### src/rtl/reg_scoreboard.sv
// Register scoreboard and issue controller for the Read stage: counts in-flight writers
// per GPR, grants issue only when every source is clean, and drains after a flush.
module reg_scoreboard #(
  parameter int NUM_REGS = 16,
  parameter int CNT_W    = 2
) (
  input  logic                clk,
  input  logic                reset,
  input  logic                issueValidIn,
  input  logic [3:0]          src1In,
  input  logic [3:0]          src2In,
  input  logic                src1ValidIn,
  input  logic                src2ValidIn,
  input  logic                readsRspIn,
  input  logic [3:0]          destIn,
  input  logic                destValidIn,
  input  logic [3:0]          destSpecialIn,
  input  logic                destSpecialValidIn,
  input  logic                downstreamStallIn,
  input  logic                wbValidIn,
  input  logic [3:0]          wbDestIn,
  input  logic                wbDestValidIn,
  input  logic [3:0]          wbSpecialIn,
  input  logic                wbSpecialValidIn,
  input  logic                flushIn,
  output logic                issueAcceptOut,
  output logic                stallOut,
  output logic [NUM_REGS-1:0] busyMaskOut,
  output logic                drainingOut,
  output logic                errorOut
);

  localparam int              SUM_W    = CNT_W + 2;
  localparam logic [SUM_W-1:0] CNT_MAX = SUM_W'((1 << CNT_W) - 1);
  localparam int              RSP_CODE = 4;
  localparam logic [0:0]      ST_RUN   = 1'b0;
  localparam logic [0:0]      ST_DRAIN = 1'b1;

  logic [CNT_W-1:0]    count_q [NUM_REGS];
  logic [CNT_W-1:0]    count_d [NUM_REGS];
  logic [0:0]          state_q, state_d;
  logic                err_q, err_d;
  logic [NUM_REGS-1:0] sat_vec;
  logic [NUM_REGS-1:0] under_vec;
  logic [NUM_REGS-1:0] busy;
  logic                hazard;

  // Number of the two (valid, code) pairs that name register r: 0..2.
  function automatic logic [1:0] hits(input logic v0, input logic [3:0] c0,
                                      input logic v1, input logic [3:0] c1,
                                      input logic [3:0] r);
    return {1'b0, v0 && (c0 == r)} + {1'b0, v1 && (c1 == r)};
  endfunction

  function automatic logic would_sat(input logic [CNT_W-1:0] cnt, input logic [1:0] inc);
    return (inc != 2'd0) && ((SUM_W'(cnt) + SUM_W'(inc)) > CNT_MAX);
  endfunction

  // Returns {underflow, next count}; an over-retire clamps the count at zero.
  function automatic logic [CNT_W:0] next_count(input logic [CNT_W-1:0] cnt,
                                                input logic [1:0] inc,
                                                input logic [1:0] dec);
    logic [SUM_W-1:0] up;
    logic [SUM_W-1:0] diff;
    up   = SUM_W'(cnt) + SUM_W'(inc);
    diff = up - SUM_W'(dec);
    if (SUM_W'(dec) > up) return {1'b1, {CNT_W{1'b0}}};
    return {1'b0, diff[CNT_W-1:0]};
  endfunction

  // Hazard looks at registered counts only, so a retiring writer frees its reg next cycle.
  assign hazard = (src1ValidIn && (count_q[src1In] != '0)) ||
                  (src2ValidIn && (count_q[src2In] != '0)) ||
                  (readsRspIn  && (count_q[RSP_CODE] != '0));

  assign issueAcceptOut = issueValidIn && (state_q == ST_RUN) && !hazard && !(|sat_vec) &&
                          !downstreamStallIn && !flushIn;
  assign stallOut       = issueValidIn && !issueAcceptOut;

  for (genvar r = 0; r < NUM_REGS; r++) begin : g_reg
    localparam logic [3:0] CODE = 4'(r);
    logic [1:0] inc_pot;
    logic [1:0] inc;
    logic [1:0] dec;

    assign inc_pot = hits(destValidIn, destIn, destSpecialValidIn, destSpecialIn, CODE);
    assign inc     = issueAcceptOut ? inc_pot : 2'd0;
    assign dec     = wbValidIn ? hits(wbDestValidIn, wbDestIn, wbSpecialValidIn, wbSpecialIn, CODE)
                               : 2'd0;
    assign sat_vec[r] = would_sat(count_q[r], inc_pot);
    assign {under_vec[r], count_d[r]} = next_count(count_q[r], inc, dec);
    assign busy[r] = (count_q[r] != '0);
  end

  assign err_d = err_q || (|under_vec);

  always_comb begin
    state_d = state_q;
    case (state_q)
      ST_RUN:   if (flushIn) state_d = ST_DRAIN;
      ST_DRAIN: if (!flushIn && !(|busy)) state_d = ST_RUN;
      default:  state_d = ST_RUN;
    endcase
  end

  always_ff @(posedge clk or posedge reset) begin
    if (reset) begin
      for (int r = 0; r < NUM_REGS; r++) count_q[r] <= '0;
      state_q <= ST_RUN;
      err_q   <= 1'b0;
    end else begin
      for (int r = 0; r < NUM_REGS; r++) count_q[r] <= count_d[r];
      state_q <= state_d;
      err_q   <= err_d;
    end
  end

  assign busyMaskOut = busy;
  assign drainingOut = (state_q == ST_DRAIN);
  assign errorOut    = err_q;

endmodule

### config.mk
export PLATFORM = sky130hd
export DESIGN_NAME = reg_scoreboard
export DESIGN_NICKNAME = d
export VERILOG_FILES = /design/src/rtl/reg_scoreboard.sv
export SDC_FILE = /design/constraint.sdc
export NUM_CORES = 1
export LEC_CHECK = 0
export CAP_MARGIN = 25
export CORE_MARGIN = 4
export CORE_UTILIZATION = 45
export CTS_BUF_LIST = sky130_fd_sc_hd__clkbuf_8 sky130_fd_sc_hd__clkbuf_16
export CTS_CLUSTER_SIZE = 10
export DETAILED_ROUTE_END_ITERATION = 16
export GPL_ROUTABILITY_DRIVEN = 0
export PLACE_DENSITY_LB_ADDON = 0.3
export SLEW_MARGIN = 20
export SYNTH_ARGS = -nofsm -noshare
export SYNTH_HDL_FRONTEND = slang
export SYNTH_SLANG_ARGS = --single-unit
### constraint.sdc
create_clock -name clk -period 7.9 [get_ports clk]
set_input_delay 1.975 -clock clk [delete_from_list [all_inputs] [get_ports clk]]
set_output_delay 1.975 -clock clk [all_outputs]
set_load 0.01 [all_outputs]
==> run_results.csv <==
group,metric,value,unit
worst_setup_path,critical-path-slowest-cell,"sky130_fd_sc_hd__nor3b_1",
pwr,total_power_per_unit_cell_area,152,nW/um^2
worst_setup_path,classification_of_the_worst_setup_path,"input port to primary output",
yosys,synth.avg_cell_area,8.53,um^2
pwr,power.share.switching,0.419,
pwr,internal_power,0.000593,W
floorplanning,core_area,12600,um^2
route,wl_per_cell,17.6,um
yosys,yosys.cell_types.count,52,
min_path,worst_hold_path_type,"flip-flop to flip-flop",
yosys,leading_register_cell_type_out_of_synthesis,"sky130_fd_sc_hd__dfrtp_1",
pwr,total_leakage_power,3.38,nW
global_routing,initial_antenna_violation_count,0,
clock_tree,ctsResizeCount,0,
yosys,number_of_enable_flip_flop_cells_after_synthesis,0,
placed_design,port_buffers,56,
clock_tree,cts_hold_buffers,0,
global_routing,grt_overflow_total,0,
route,antenna_left,0,
placed_design,hpwl_after_detailed_placement,13.7,mm
worst_setup_path,path_cells,"clkdlybuf4s50_1 > nor3b_1 > nand3_1 > inv_1 > ha_1 > ha_1 > nand4b_1 > nand4_1 > nor4_1 > nand4_2 > o31a_2 > clkdlybuf4s50_1",
clock_tree,clkSlewWorstSetupHoldPaths,50,ps
sta,layout_setup_ws,389,ps
flow_run,max_cap_viols,0,
sta,slew_viol_final,0,
sta,slew_headroom,0.530,
floorplanning,floorplan.die.height,122,um
worst_setup_path,worst_setup_path_end_kind,"primary output",
pwr,p_sw,0.000428,W
sta,setup-tns-final,0,ps
worst_setup_path,worstSetupStartpointType,"input port",
route,first_iteration_detailed_routing_drc_count,341,
placed_design,placed_cells,901,
worst_setup_path,reg2reg_setup_slack,3130,ps
floorplanning,die_area,14800,um^2
sta,grt_setup_unrepaired,"false",
clock_tree,cts.path.max_buffers,2,
final_layout,areaGrowthSynthToFinish,15.3,%
sta,min_period_over_period,0.951,
worst_setup_path,crit_buf_inv,3,
clock_tree,cts_tree,"done",
worst_setup_path,maximum_fanout_encountered_on_the_critical_timing_path,9,
clock_tree,worstSkewPairLatency,280,ps
sta,final_hold_violations,0,
yosys,cell_area_after_technology_mapping,5820,um^2
pwr,power_frac_comb,0.537,
clock_tree,ctsHtreeMaxLevel,2,
yosys,part_of_the_yosys_area_used_for_sequential_elements,0.146,
sta,final.min_clock_period,7510,ps
yosys,synth.top_cell.area_share,0.275,
floorplanning,num_rows,41,
global_routing,grt_first_pass_wirelength,25.8,mm
clock_tree,post_cts_buffers,0,
worst_setup_path,critical_path_arrival,5540,ps
yosys,synth.ff_latch_count,34,
yosys,synth_top_cells_by_area,"sky130_fd_sc_hd__ha_1, sky130_fd_sc_hd__dfrtp_1, sky130_fd_sc_hd__nor4b_2",
worst_setup_path,critPathMaxStageDelay,530,ps
global_routing,grt_use_total,0.223,
global_routing,via_count_of_the_first_global_routing_pass,5190,
sta,setup_viol,0,
worst_setup_path,worst-endpoint-required,5930,ps
yosys,synthMostInstantiatedCell,"sky130_fd_sc_hd__ha_1",
sta,max_clock_freq,133,MHz
final_layout,num_antenna_cells,0,
yosys,synth_cells,682,
route,route.detailed.vias_per_inst,5.60,
run_status,run_status,"completed",
final_layout,stdcell_area,6710,um^2
yosys,synthesized_net_count,863,
placed_design,placed_area,6540,um^2
yosys,ys_top_cells_by_count,"sky130_fd_sc_hd__ha_1, sky130_fd_sc_hd__inv_1, sky130_fd_sc_hd__nor2_1, sky130_fd_sc_hd__nand2_1, sky130_fd_sc_hd__dfrtp_1",
clock_tree,cts_sinks,34,
floorplanning,effective_utilization_at_floorplan,0.461,
yosys,async_reset_ff_frac,1.00,
worst_setup_path,worst_path_dominant_cell_family,"simple AND/OR/NAND/NOR gates",
clock_tree,numCtsBuffers,5,
route,wl,16.0,mm
final_layout,fin_nets,917,
pwr,share_seq_of_total_power,0.250,
sta,worst_pin_slew,702,ps
clock_tree,root_buffer,"sky130_fd_sc_hd__clkbuf_16",
final_layout,stdcell_count,909,
yosys,synth_largest_area_cell,"sky130_fd_sc_hd__ha_1",
route,first_pass_iters,8,
sta,finClkSkew,4.11,ps
pwr,maximum_vdd_drop,0.0790,mV
floorplanning,io-pin-count,57,
yosys,ys.warnings.count,0,
floorplanning,horizontal_die_dimension,122,um
sta,hold_slack,581,ps
route,num_vias,5086,
pwr,power.share.clock,0.214,
placed_design,pre_cts_slack,427,ps
global_routing,grt_start_max_net_pins,35,
final_layout,drive_above_1_share,0.0801,
route,drc_errors,0,
==> metal layers <==
layer,global-route usage,share of wire,wire length [um],vias to the layer above
met2,0.372,0.46,7270,190
met1,0.281,0.44,6950,2394
met5,0,0,0,-
li1,-,-,-,2455
met3,0.0371,0.063,1000,47
met4,0.109,0.046,738,0
==> worst register-to-register path: stages, from the launching register on <==
cell	delay (ps)
sky130_fd_sc_hd__dfrtp_1	440
sky130_fd_sc_hd__or2_1	270
sky130_fd_sc_hd__mux4_2	280
sky130_fd_sc_hd__mux2i_1	100
sky130_fd_sc_hd__a211oi_4	650
sky130_fd_sc_hd__buf_4	500
sky130_fd_sc_hd__nor4b_2	120
sky130_fd_sc_hd__ha_1	210
sky130_fd_sc_hd__fa_1	480
sky130_fd_sc_hd__inv_1	50
sky130_fd_sc_hd__ha_1	340
sky130_fd_sc_hd__a21oi_1	200
sky130_fd_sc_hd__a211oi_1	100
sky130_fd_sc_hd__a2111oi_0	600
sky130_fd_sc_hd__buf_4	210
sky130_fd_sc_hd__nand3_1	70
==> worst paths after layout <==
path,end,start,depth (start not counted)
hold / removal,drainingOut$_DFF_PP0_,drainingOut$_DFF_PP0_,2
setup / recovery,stallOut,destSpecialValidIn,12
setup reg to reg,errorOut$_DFF_PP0_,count_q[17]$_DFF_PP0_,15
min in group asynchronous,count_q[17]$_DFF_PP0_,reset,3
hold reg to reg,drainingOut$_DFF_PP0_,drainingOut$_DFF_PP0_,2
max in group asynchronous,count_q[13]$_DFF_PP0_,reset,3
==> per-stage QoR <==
step / power (W) / utilization
after floorplan: 0.000584 / -
after global placement: 0.000770 / 0.518
after detailed placement: 0.000796 / 0.518
after CTS: 0.00102 / 0.532
after global routing: 0.00109 / 0.532
final: 0.00102 / 0.532
==> area by class of cell <==
cell class,count,area (um^2)
repair buffers,63,613
inverters,112,420
fillers,1202,5910
well taps,172,215
clock buffers,8,166
multi-input cells,520,4440
flip-flops and latches,34,851
==> cells by family after synthesis <==
family	synth area share
and+or+nand+nor	0.306
xor gates and xnor gates	0.0166
DFF	0.146
muxes	0.0282
buffers and inverters	0.0914
AOI/OAI and AO/OA	0.0815
adders and majority gates	0.330
==> sequential cells by signal (all words and copies together) (netlist names) <==
name         cells
count_q         32
errorOut         1
drainingOut      1
==> power by group through the flow <==
stage	Sequential, W	Combinational [W]	Clock (W)
2_1_floorplan	0.000240	0.000344	0
3_3_place_gp	0.000254	0.000516	0
3_5_place_dp	0.000256	0.000540	0
4_1_cts	0.000254	0.000544	0.000221
5_1_grt	0.000261	0.000599	0.000228
6_report	0.000255	0.000548	0.000218
==> cells in the final DEF, fill, tap and decap left out, drive strengths merged, types with 2 or more instances in the layout <==
master           n
and3             2
ha             128
nand2b          14
nor4             5
o311ai           6
o22ai            3
fa              16
o21ai            4
mux2i            7
nor4b           33
nand4            6
nand2           60
nor2b           10
nand3b           4
dfrtp           34
o2111ai          2
nor2            65
or4              4
a21oi           18
o211ai           5
mux4             4
o32ai            2
xor2            11
nand4b          16
a31oi            5
or2             17
clkbuf           8
nand3           12
or3b             2
buf              7
a211oi           9
nor3            15
inv            112
a2111oi          4
clkdlybuf4s50   56
and2            17
nor3b            2
o21a             5
(Power assumes the default switching activity.)
